`config.mk`:
```
export PLATFORM = sky130hd
export DESIGN_NAME = multicycle_controller_flat
export DESIGN_NICKNAME = d
export VERILOG_FILES = /design/src/rtl/multicycle_controller_pkg.sv /design/src/rtl/multicycle_controller_if.sv /design/src/rtl/multicycle_controller_onehot_decoder.sv /design/src/rtl/multicycle_controller.sv /design/src/flat_wrapper.sv
export SDC_FILE = /design/constraint.sdc
export NUM_CORES = 1
export LEC_CHECK = 0
export CAP_MARGIN = 25
export CORE_ASPECT_RATIO = 1.1
export CORE_UTILIZATION = 39
export CTS_BUF_LIST = sky130_fd_sc_hd__clkbuf_8 sky130_fd_sc_hd__clkbuf_16
export DETAILED_ROUTE_END_ITERATION = 7
export PLACE_DENSITY_LB_ADDON = 0.25
export SYNTH_ARGS = -nofsm -noshare
export SYNTH_HDL_FRONTEND = slang
export SYNTH_HIERARCHICAL = 1
export SYNTH_SLANG_ARGS = --single-unit
```
`constraint.sdc`:
```
create_clock -name clk -period 2.25 [get_ports clk]
set_clock_uncertainty 0.1 [all_clocks]
set_input_delay 0.45 -clock clk [delete_from_list [all_inputs] [get_ports clk]]
set_output_delay 0.45 -clock clk [all_outputs]
set_load 0.005 [all_outputs]
```
`src/rtl/multicycle_controller_pkg.sv`:
```
// Shared types for the multicycle controller: FSM state encoding, opcodes
// and instruction field positions.
package ctrl_pkg;

    typedef enum logic [2:0] {
        ST_IDLE,
        ST_FETCH,
        ST_DECODE,
        ST_EXEC1,
        ST_EXEC2,
        ST_EXEC3,
        ST_DONE,
        ST_HALTED
    } state_e;

    localparam logic [2:0] OP_MV   = 3'b000;
    localparam logic [2:0] OP_MVI  = 3'b001;
    localparam logic [2:0] OP_ADD  = 3'b010;
    localparam logic [2:0] OP_SUB  = 3'b011;
    localparam logic [2:0] OP_HALT = 3'b100;
    localparam logic [2:0] OP_NOP  = 3'b101;

    function automatic int opc_msb(input int inst_w);
        return inst_w - 1;
    endfunction

    function automatic int rx_msb(input int inst_w, input int opc_w);
        return inst_w - opc_w - 1;
    endfunction

    function automatic int ry_msb(input int inst_w, input int opc_w, input int reg_w);
        return inst_w - opc_w - reg_w - 1;
    endfunction

endpackage

```
`src/rtl/multicycle_controller_if.sv`:
```
// Instruction/handshake bundle between the external datapath and the controller.
interface multicycle_controller_if #(
    parameter int INST_W = 23,
    parameter int NREG   = 8
);
    logic              start;
    logic              run;
    logic [INST_W-1:0] inst;
    logic              alu_busy;
    logic [NREG+1:0]   r_en_oh;
    logic [NREG+1:0]   tri_oh;
    logic              alu_op;
    logic              ir_load;
    logic              inc_pc;
    logic              busy;
    logic              done;
    logic              halted;
    logic              illegal;

    modport master (
        output start, run, inst, alu_busy,
        input  r_en_oh, tri_oh, alu_op, ir_load, inc_pc, busy, done, halted, illegal
    );

    modport slave (
        input  start, run, inst, alu_busy,
        output r_en_oh, tri_oh, alu_op, ir_load, inc_pc, busy, done, halted, illegal
    );
endinterface

```
`src/rtl/multicycle_controller_onehot_decoder.sv`:
```
// Binary index to one-hot vector; out-of-range indices or en=0 give all-zero.
module onehot_decoder #(
    parameter int WIDTH_IN  = 4,
    parameter int WIDTH_OUT = 10
) (
    input  logic [WIDTH_IN-1:0]  bin,
    input  logic                 en,
    output logic [WIDTH_OUT-1:0] oh
);
    always_comb begin
        oh = '0;
        for (int i = 0; i < WIDTH_OUT; i++) begin
            if (en && bin == WIDTH_IN'(i)) oh[i] = 1'b1;
        end
    end
endmodule

```
`src/rtl/multicycle_controller.sv`:
```
// Multicycle datapath sequencer: fetch/decode/execute of MV, MVI, ADD, SUB,
// HALT and NOP, producing one-hot register load and bus driver selects.
//
// state     | meaning
// ST_IDLE   | waiting for start
// ST_FETCH  | load IR, advance PC
// ST_DECODE | classify opcode and register fields
// ST_EXEC1  | MV/MVI transfer, or ALU operand A latch
// ST_EXEC2  | ALU operand B, result into G; holds while alu_busy
// ST_EXEC3  | G written back to rx
// ST_DONE   | one-cycle completion, illegal flagged here
// ST_HALTED | parked until reset
module multicycle_controller #(
    parameter int INST_W = 23,
    parameter int OPC_W  = 3,
    parameter int REG_W  = 4,
    parameter int NREG   = 8
) (
    input logic                    clk,
    input logic                    rst,
    multicycle_controller_if.slave bus
);
    import ctrl_pkg::*;

    // One extra bit so NREG and NREG+1 (A and G) are always representable.
    localparam int SEL_W   = REG_W + 1;
    localparam int OPC_MSB = opc_msb(INST_W);
    localparam int RX_MSB  = rx_msb(INST_W, OPC_W);
    localparam int RY_MSB  = ry_msb(INST_W, OPC_W, REG_W);

    logic [OPC_W-1:0] opc;
    logic [REG_W-1:0] rx;
    logic [REG_W-1:0] ry;

    assign opc = bus.inst[OPC_MSB -: OPC_W];
    assign rx  = bus.inst[RX_MSB -: REG_W];
    assign ry  = bus.inst[RY_MSB -: REG_W];

    generate
        if (RY_MSB - REG_W >= 0) begin : g_spare
            logic unused_inst;
            assign unused_inst = ^bus.inst[RY_MSB-REG_W:0];
        end
    endgenerate

    logic is_mv, is_mvi, is_add, is_sub, is_halt, is_nop, is_arith, inst_bad;

    always_comb begin
        is_mv    = (opc == OPC_W'(OP_MV));
        is_mvi   = (opc == OPC_W'(OP_MVI));
        is_add   = (opc == OPC_W'(OP_ADD));
        is_sub   = (opc == OPC_W'(OP_SUB));
        is_halt  = (opc == OPC_W'(OP_HALT));
        is_nop   = (opc == OPC_W'(OP_NOP));
        is_arith = is_add | is_sub;
        inst_bad = !(is_mv | is_mvi | is_arith | is_halt | is_nop)
                 || ((is_mv | is_mvi | is_arith) && int'(rx) >= NREG)
                 || ((is_mv | is_arith) && int'(ry) >= NREG);
    end

    state_e           state_q, state_d;
    logic [SEL_W-1:0] r_sel_q, r_sel_d, t_sel_q, t_sel_d;
    logic             r_vld_q, r_vld_d, t_vld_q, t_vld_d;
    logic             alu_op_q, alu_op_d;
    logic             ir_load_q, ir_load_d;
    logic             inc_pc_q, inc_pc_d;
    logic             busy_q, busy_d;
    logic             done_q, done_d;
    logic             halted_q, halted_d;
    logic             illegal_q, illegal_d;

    always_comb begin
        state_d = state_q;
        case (state_q)
            ST_IDLE:   if (bus.start) state_d = ST_FETCH;
            ST_FETCH:  state_d = ST_DECODE;
            ST_DECODE: begin
                if (inst_bad || is_nop) state_d = ST_DONE;
                else if (is_halt)       state_d = ST_HALTED;
                else                    state_d = ST_EXEC1;
            end
            ST_EXEC1:  state_d = is_arith ? ST_EXEC2 : ST_DONE;
            ST_EXEC2:  if (!bus.alu_busy) state_d = ST_EXEC3;
            ST_EXEC3:  state_d = ST_DONE;
            ST_DONE:   state_d = bus.run ? ST_FETCH : ST_IDLE;
            ST_HALTED: state_d = ST_HALTED;
            default:   state_d = ST_IDLE;
        endcase
    end

    // Outputs are computed from the next state so they register alongside it.
    always_comb begin
        r_sel_d   = '0;
        t_sel_d   = '0;
        r_vld_d   = 1'b0;
        t_vld_d   = 1'b0;
        alu_op_d  = 1'b0;
        ir_load_d = 1'b0;
        inc_pc_d  = 1'b0;
        done_d    = 1'b0;
        illegal_d = 1'b0;
        busy_d    = !(state_d == ST_IDLE || state_d == ST_HALTED);
        halted_d  = (state_d == ST_HALTED);
        case (state_d)
            ST_FETCH: begin
                ir_load_d = 1'b1;
                inc_pc_d  = 1'b1;
            end
            ST_EXEC1: begin
                r_vld_d = 1'b1;
                t_vld_d = 1'b1;
                r_sel_d = is_arith ? SEL_W'(NREG) : SEL_W'(rx);
                t_sel_d = is_mv ? SEL_W'(ry) : (is_mvi ? SEL_W'(NREG) : SEL_W'(rx));
            end
            ST_EXEC2: begin
                r_vld_d  = 1'b1;
                t_vld_d  = 1'b1;
                r_sel_d  = SEL_W'(NREG + 1);
                t_sel_d  = SEL_W'(ry);
                alu_op_d = is_sub;
            end
            ST_EXEC3: begin
                r_vld_d = 1'b1;
                t_vld_d = 1'b1;
                r_sel_d = SEL_W'(rx);
                t_sel_d = SEL_W'(NREG + 1);
            end
            ST_DONE: begin
                done_d    = 1'b1;
                illegal_d = inst_bad;
            end
            default: ;
        endcase
    end

    always_ff @(posedge clk) begin
        if (!rst) begin
            state_q   <= ST_IDLE;
            r_sel_q   <= '0;
            t_sel_q   <= '0;
            r_vld_q   <= 1'b0;
            t_vld_q   <= 1'b0;
            alu_op_q  <= 1'b0;
            ir_load_q <= 1'b0;
            inc_pc_q  <= 1'b0;
            busy_q    <= 1'b0;
            done_q    <= 1'b0;
            halted_q  <= 1'b0;
            illegal_q <= 1'b0;
        end else begin
            state_q   <= state_d;
            r_sel_q   <= r_sel_d;
            t_sel_q   <= t_sel_d;
            r_vld_q   <= r_vld_d;
            t_vld_q   <= t_vld_d;
            alu_op_q  <= alu_op_d;
            ir_load_q <= ir_load_d;
            inc_pc_q  <= inc_pc_d;
            busy_q    <= busy_d;
            done_q    <= done_d;
            halted_q  <= halted_d;
            illegal_q <= illegal_d;
        end
    end

    // G must not load while the ALU result is not yet valid.
    logic r_gate;
    assign r_gate = r_vld_q && !(state_q == ST_EXEC2 && bus.alu_busy);

    logic [NREG+1:0] r_oh, t_oh;

    onehot_decoder #(.WIDTH_IN(SEL_W), .WIDTH_OUT(NREG + 2)) u_r_dec (
        .bin (r_sel_q),
        .en  (r_gate),
        .oh  (r_oh)
    );

    onehot_decoder #(.WIDTH_IN(SEL_W), .WIDTH_OUT(NREG + 2)) u_t_dec (
        .bin (t_sel_q),
        .en  (t_vld_q),
        .oh  (t_oh)
    );

    assign bus.r_en_oh = r_oh;
    assign bus.tri_oh  = t_oh;
    assign bus.alu_op  = alu_op_q;
    assign bus.ir_load = ir_load_q;
    assign bus.inc_pc  = inc_pc_q;
    assign bus.busy    = busy_q;
    assign bus.done    = done_q;
    assign bus.halted  = halted_q;
    assign bus.illegal = illegal_q;

endmodule

```
`src/flat_wrapper.sv`:
```
// flat-port wrapper written by rule: the top's interface ports become plain ports
module multicycle_controller_flat import ctrl_pkg::*;
#(
    parameter int INST_W = 23,
    parameter int OPC_W  = 3,
    parameter int REG_W  = 4,
    parameter int NREG   = 8
)
  (clk, rst, bus_start, bus_run, bus_inst, bus_alu_busy, bus_r_en_oh, bus_tri_oh, bus_alu_op, bus_ir_load, bus_inc_pc, bus_busy, bus_done, bus_halted, bus_illegal);
  multicycle_controller_if #(.INST_W(INST_W), .NREG(NREG)) bus_i ();
  input logic clk;
  input logic rst;
  input wire logic [$bits(bus_i.start)-1:0] bus_start;
  input wire logic [$bits(bus_i.run)-1:0] bus_run;
  input wire logic [$bits(bus_i.inst)-1:0] bus_inst;
  input wire logic [$bits(bus_i.alu_busy)-1:0] bus_alu_busy;
  output wire logic [$bits(bus_i.r_en_oh)-1:0] bus_r_en_oh;
  output wire logic [$bits(bus_i.tri_oh)-1:0] bus_tri_oh;
  output wire logic [$bits(bus_i.alu_op)-1:0] bus_alu_op;
  output wire logic [$bits(bus_i.ir_load)-1:0] bus_ir_load;
  output wire logic [$bits(bus_i.inc_pc)-1:0] bus_inc_pc;
  output wire logic [$bits(bus_i.busy)-1:0] bus_busy;
  output wire logic [$bits(bus_i.done)-1:0] bus_done;
  output wire logic [$bits(bus_i.halted)-1:0] bus_halted;
  output wire logic [$bits(bus_i.illegal)-1:0] bus_illegal;
  assign bus_i.start = bus_start;
  assign bus_i.run = bus_run;
  assign bus_i.inst = bus_inst;
  assign bus_i.alu_busy = bus_alu_busy;
  assign bus_r_en_oh = bus_i.r_en_oh;
  assign bus_tri_oh = bus_i.tri_oh;
  assign bus_alu_op = bus_i.alu_op;
  assign bus_ir_load = bus_i.ir_load;
  assign bus_inc_pc = bus_i.inc_pc;
  assign bus_busy = bus_i.busy;
  assign bus_done = bus_i.done;
  assign bus_halted = bus_i.halted;
  assign bus_illegal = bus_i.illegal;
  multicycle_controller #(.INST_W(INST_W), .OPC_W(OPC_W), .REG_W(REG_W), .NREG(NREG)) u_core (.clk(clk), .rst(rst), .bus(bus_i));
endmodule
```
Word level (Yosys, flattened, before mapping)
Cells that the tools add are included.
W data, S select, Z words.

word-level totals
  bits in registers = 20
  memories kept = 0
  RAM bits = 0
  memory bits (read-only) = 0
  latch bits = 0
  output and inout port bits = 27
  input port bits = 28
  word-level logic and storage cells = 128

operators by class
  shift-type cells = 0
  reduce and logical (&&, ||, !) cells = 39
  multipliers = 0
  muxes and demuxes = 35
  bitwise operators = 6
  add/subtract/negate cells = 0
  $lt $le $gt $ge = 2
  div/mod/pow operators = 0
  equality and inequality tests = 36

operator list
  cell                  number
  $eq A5 B3 Y1 const B  8
  $eq A3 B3 Y1 const B  10
  $pmux W5 S3           2
  $logic_and A1 B1 Y1   24
  $mux W1               24
  $pmux W3 S8           1
  $eq A5 B2 Y1 const B  4
  $eq A5 B4 Y1 const B  4
  $eq A3 B2 Y1 const B  5
  $mux W3               4
  $eq A5 B1 Y1 const B  2
  $logic_not A5 Y1      2
  $eq A3 B1 Y1 const B  3
  $logic_not A3 Y1      3
  $ge A4 B4 Y1 const B  2
  $mux W4               2
  $or A1 B1 Y1          6
  $mux W5               1
  $logic_or A1 B1 Y1    4
  $reduce_and A2 Y1     2
  $logic_not A1 Y1      3
  $reduce_or A3 Y1      1
  $mux W2               1

Logic depth before layout (Yosys ltp)
  depth in word-level cells = 14
  depth in mapped cells = 7
  gate-level depth less buffers = 6

By module
The synthesis kept the hierarchy.

modules (own cells, without submodules)
  module                 seq. area each (um^2)  area each (um^2)  times used  cells an instance
  multicycle_controller  360.3                  845.8             1           98
  onehot_decoder         0.0                    98.8              2           16

Worst setup path after synthesis
OpenSTA, ideal clock, no wires.

  path kind = reg2out
  start = reg u_core.state_q[0]
  end = out bus_r_en_oh[2]
  arrival time = 1.379 ns
  path slack = 0.321 ns
  cell stages (with the launch flop) = 5
  required time = 1.700 ns
  cells stage by stage = dfxtp_1 clkbuf_1 o31a_1 or4b_4 nor2_1

between the ends
  longest elaborated chain between the ends = 6

ends and longest elaborated chain
  item                    line                                        source
  start, declared         multicycle_controller.sv:61                 state_e state_q, state_d;
  start signal, assigned  multicycle_controller.sv:151                state_q <= state_d;
  $eq A3 B3 Y1            multicycle_controller.sv:168                assign r_gate = r_vld_q && !(state_q == ST_EXEC2 && bus.alu_busy);
  $logic_and A1 B1 Y1     multicycle_controller.sv:168
  $logic_not A1 Y1        multicycle_controller.sv:168
  $logic_and A1 B1 Y1     multicycle_controller.sv:168
  via u_core.r_gate       multicycle_controller.sv:167                logic r_gate;
  $logic_and A1 B1 Y1     multicycle_controller_onehot_decoder.sv:13  if (en && bin == WIDTH_IN'(i)) oh[i] = 1'b1;
  $mux W1                 multicycle_controller_onehot_decoder.sv:13
  end, declared           flat_wrapper.sv:17                          output wire logic [$bits(bus_i.r_en_oh)-1:0] bus_r_en_oh;

The timed path passes the listed nets, and every way through them passes these cells.

Worst setup path after layout
  start = reg u_core.state_q[2]
  end = out bus_r_en_oh[0]

The elaborated chain is that of the path after synthesis.

==> results.md <==
- Outcome: complete, no violations
- Worst-case clock buffer depth: 2
- Placed cell count: between 200 and 250
- Peak Freq: between 400 and 500 MHz
- DRT Pass-1 Iters: 4
- Tmin final: approximately 2200 ps
- DR iter-0 viols: between 50 and 60
- Hold_buf cts: 0
- Ys flop type: dfxtp_1
- Crit Path Max Fanout: 4
- Number of global-route vias before repair: 1149
- Worst R2R End: u_core/t_sel_q[1]$_SDFF_PN0_
- Design area: about 1800 µm²
- Ys async rst share: 0%
- Post-synth EDFFs: 0
- Crit path DAT: 1660 ps
- Clock Sink Count: 18
- Non-filler cells, final: roughly 240
- R2R depth: 7
- Syn Inst Count: 130
- Routed wire length: ~3100 µm
- Synth Area in XOR/XNOR: 0%
- Final hold viol count: 0
- Fin crit share: approximately 98%
- Die Y: approximately 56 µm
- CTS clock-pin slew for the worst setup and hold paths: 60 ps
- Mapped Area: about 1000 µm²
- Die Span X: roughly 51 µm
- Largest net degree at the start of global routing: 11
- IO Count: 55
- Core area: 2520 µm²
- WHS Endpoint: u_core/r_sel_q[0]$_SDFF_PN0_
- Synth unique cells: 40
- Critical Path Slowest Stage Cell: or4b_4
- P&R area growth vs syn: 76.3%
- Register area share after synthesis: about a third
- Startpoint types: flip-flop
- Setup crit end kind: primary output
- Main combinational cell family by area after synthesis: simple AND/OR/NAND/NOR gates
- Initial antenna violation count: 0
- Cell row count: 19
- Routed length per instance: approximately 13 µm
- Peak supply drop: between 0.4 and 0.5 mV
- Pwr Density: 527 nW/µm²
- Tightest Hold Check Type: input port to flip-flop
- Worst Hold Launch: bus_alu_busy
- Synth warn: 6
- Crit Reg-Reg Startpoint: u_core/state_q[2]$_SDFF_PN0_
- Antenna cells: 0
- Post-place instance area: 1660 µm²
- TritonCTS clock tree: built
- Final setup viols: 0
- Initial core utilization: approximately two fifths
- Slowest stage delay, CP: roughly 520 ps
- Final GP Congestion: 0.941
- Flop-to-flop setup slack: about 220 ps
- Post-DP HPWL: about 2300 µm
- Fin nets: ~240
- Maxcap violations: 0
- Gr usage total: approximately 22%
- Via-to-Cell Ratio: 5.18
- CTS H-Tree Depth: 1
- Leakage: between 0.7 and 0.8 nW
- Avg Inst Size Synth: about 8 µm²
- Power Total: between 0.9 and 1 mW
- Mux contribution to synthesized area: less than 1%
- Root Driver: clkbuf_8
- Share of cells above drive strength 1: between 30% and 40%
- Gr ovfl total: 0
- Die area: 2890 µm²
- Slew Viols, Final: 0
- Post-route ant nets: 0
- Synth Area in Adders: 0%
- CP Cell Sequence: or2b_1, o31a_1, or4b_4, nor3_2, buf_2
- Drc violations: 0
- CTS Buf Count: 3
- First-pass GRT wire length: approximately 5000 µm
- Clock Latency Late Sink: 240 ps
- Post-Synth Simple-Gate Area: between 30% and 40%
- Critical path required time: ~1700 ps
- Hold Path Depth: 4
- Vias: around 1200
- Compound-Gate Fraction of Synth Area: 21.5%
- PortBufs: 42
- Yosys reg bits: 18
- WS Path Type: flip-flop to primary output
-- synthesized netlist by cell type (2+ instances only) --
cell | instances | area, µm²
a21oi_1 | 6 | 30.0
nor3_2 | 2 | 20.0
nor2_1 | 23 | 86.3
nor2b_1 | 2 | 12.5
nand2b_1 | 6 | 37.5
a211oi_1 | 3 | 22.5
nand3_1 | 5 | 25.0
o31a_1 | 2 | 17.5
dfxtp_1 | 18 | 360
nor3_1 | 8 | 40.0
nand2_1 | 11 | 41.3
inv_1 | 4 | 15.0
o211ai_1 | 2 | 15.0
o21ai_0 | 5 | 25.0
nand4bb_1 | 4 | 45.0
and3_1 | 3 | 18.8
or4b_4 | 2 | 27.5
o21ai_2 | 2 | 17.5
-- how the worst max path moves through the flow --
stage / startpoint / end / slack [ps]
3_3_place_gp: bus_alu_busy / bus_r_en_oh[0] / -510
5_1_grt: u_core/state_q[2]$_SDFF_PN0_ / bus_r_en_oh[0] / -10
4_1_cts: bus_alu_busy / u_core/r_sel_q[1]$_SDFF_PN0_ / -50
3_5_place_dp: bus_alu_busy / bus_r_en_oh[2] / -590
2_1_floorplan: u_core/state_q[0]$_SDFF_PN0_ / bus_r_en_oh[2] / 320
6_report: u_core/state_q[2]$_SDFF_PN0_ / bus_r_en_oh[0] / 40
-- routing by layer --
metal | global-route usage [%] | share of wire (%) | vias to the layer above | routed length, µm
met1 | 23.6 | 39 | 572 | 1210
met5 | 0 | 0 | - | 0
met3 | 2.44 | 4.8 | 6 | 149
met2 | 41.2 | 54 | 48 | 1690
li1 | - | - | 612 | -
met4 | 9.27 | 1.8 | 0 | 57
-- flip-flops by register name, indices dropped and copies added, names as in the netlist --
name	flops
u_core/r_sel_q	4
u_core/t_sel_q	4
u_core/state_q	3
u_core/bus.alu_op	1
u_core/bus.busy	1
u_core/bus.done	1
u_core/bus.halted	1
u_core/bus.illegal	1
u_core/bus.inc_pc	1
u_core/t_vld_q	1
-- timing repair --
| action | 4_1_cts | 5_1_grt |
|---|---|---|
| resized for setup | 37 | 16 |
| setup endpoints to repair | 14 | 24 |
| pin swaps | 2 | 7 |
| buffers inserted | 8 | 3 |
-- placed cells by master (no fill, tap or decap), drive strengths merged, types with 2 or more instances in the layout --
| cell type | netlist | routed |
|---|---|---|
| a211oi | 4 | 4 |
| clkbuf | 1 | 5 |
| dfxtp | 18 | 18 |
| conb | 1 | 6 |
| nand2b | 7 | 7 |
| clkdlybuf4s15 | 0 | 2 |
| o211ai | 3 | 3 |
| dlygate4sd2 | 0 | 7 |
| o31a | 2 | 2 |
| o21ai | 8 | 8 |
| nor2b | 2 | 2 |
| or4b | 2 | 2 |
| buf | 2 | 35 |
| and3 | 3 | 3 |
| nand4bb | 4 | 4 |
| nand3 | 5 | 5 |
| nor2 | 23 | 23 |
| nand2 | 11 | 11 |
| a21oi | 6 | 6 |
| inv | 4 | 4 |
| clkdlybuf4s50 | 0 | 26 |
| nor3 | 10 | 10 |
-- cell families (layout without fill, tap and decap cells) --
logic type	Yosys count	after routing
AO/OA/AOI/OAI	29	29
AND/OR/NAND/NOR	74	74
other	1	6
buffers and inverters	7	80
multiplexers	1	1
flip-flops	18	18
-- worst max-delay path, delay by kind of cell (launching register included) --
| family | cells | cell delay (ps) |
|---|---|---|
| and+or+nand+nor | 3 | 800 |
| DFF | 1 | 310 |
| AOI/OAI and AO/OA | 1 | 170 |
| buffers and inverters | 1 | 130 |
-- final cells by class --
class | instances | area, µm²
Clock buffer | 4 | 55.1
Fill cell | 193 | 681
Inverter | 4 | 15.0
Multi-Input combinational cell | 110 | 752
Sequential cell | 18 | 362
Tap cell | 31 | 38.8
Timing Repair Buffer | 72 | 617
-- power breakdown --
part / switching, mW / internal [mW] / leakage, nW / total, mW
Combinational: 0.169 / 0.191 / 0.598 / 0.360
Sequential: 0.0148 / 0.345 / 0.147 / 0.359
Clock: 0.0958 / 0.155 / 0.0288 / 0.251
Total: 0.279 / 0.691 / 0.773 / 0.970
-- through the flow --
step	worst slack [ps]	utilization, %	TNS [ps]	hold WS, ps
global placement	-512	65.7	-5230	671
CTS	-52.9	70.5	-260	598
global route	-12.4	73.0	-14.5	523
floorplan	321	-	0	468
finish	38.7	73.0	0	516
detailed placement	-587	65.7	-6530	673
No activity file was read; power rests on OpenSTA's default activity.
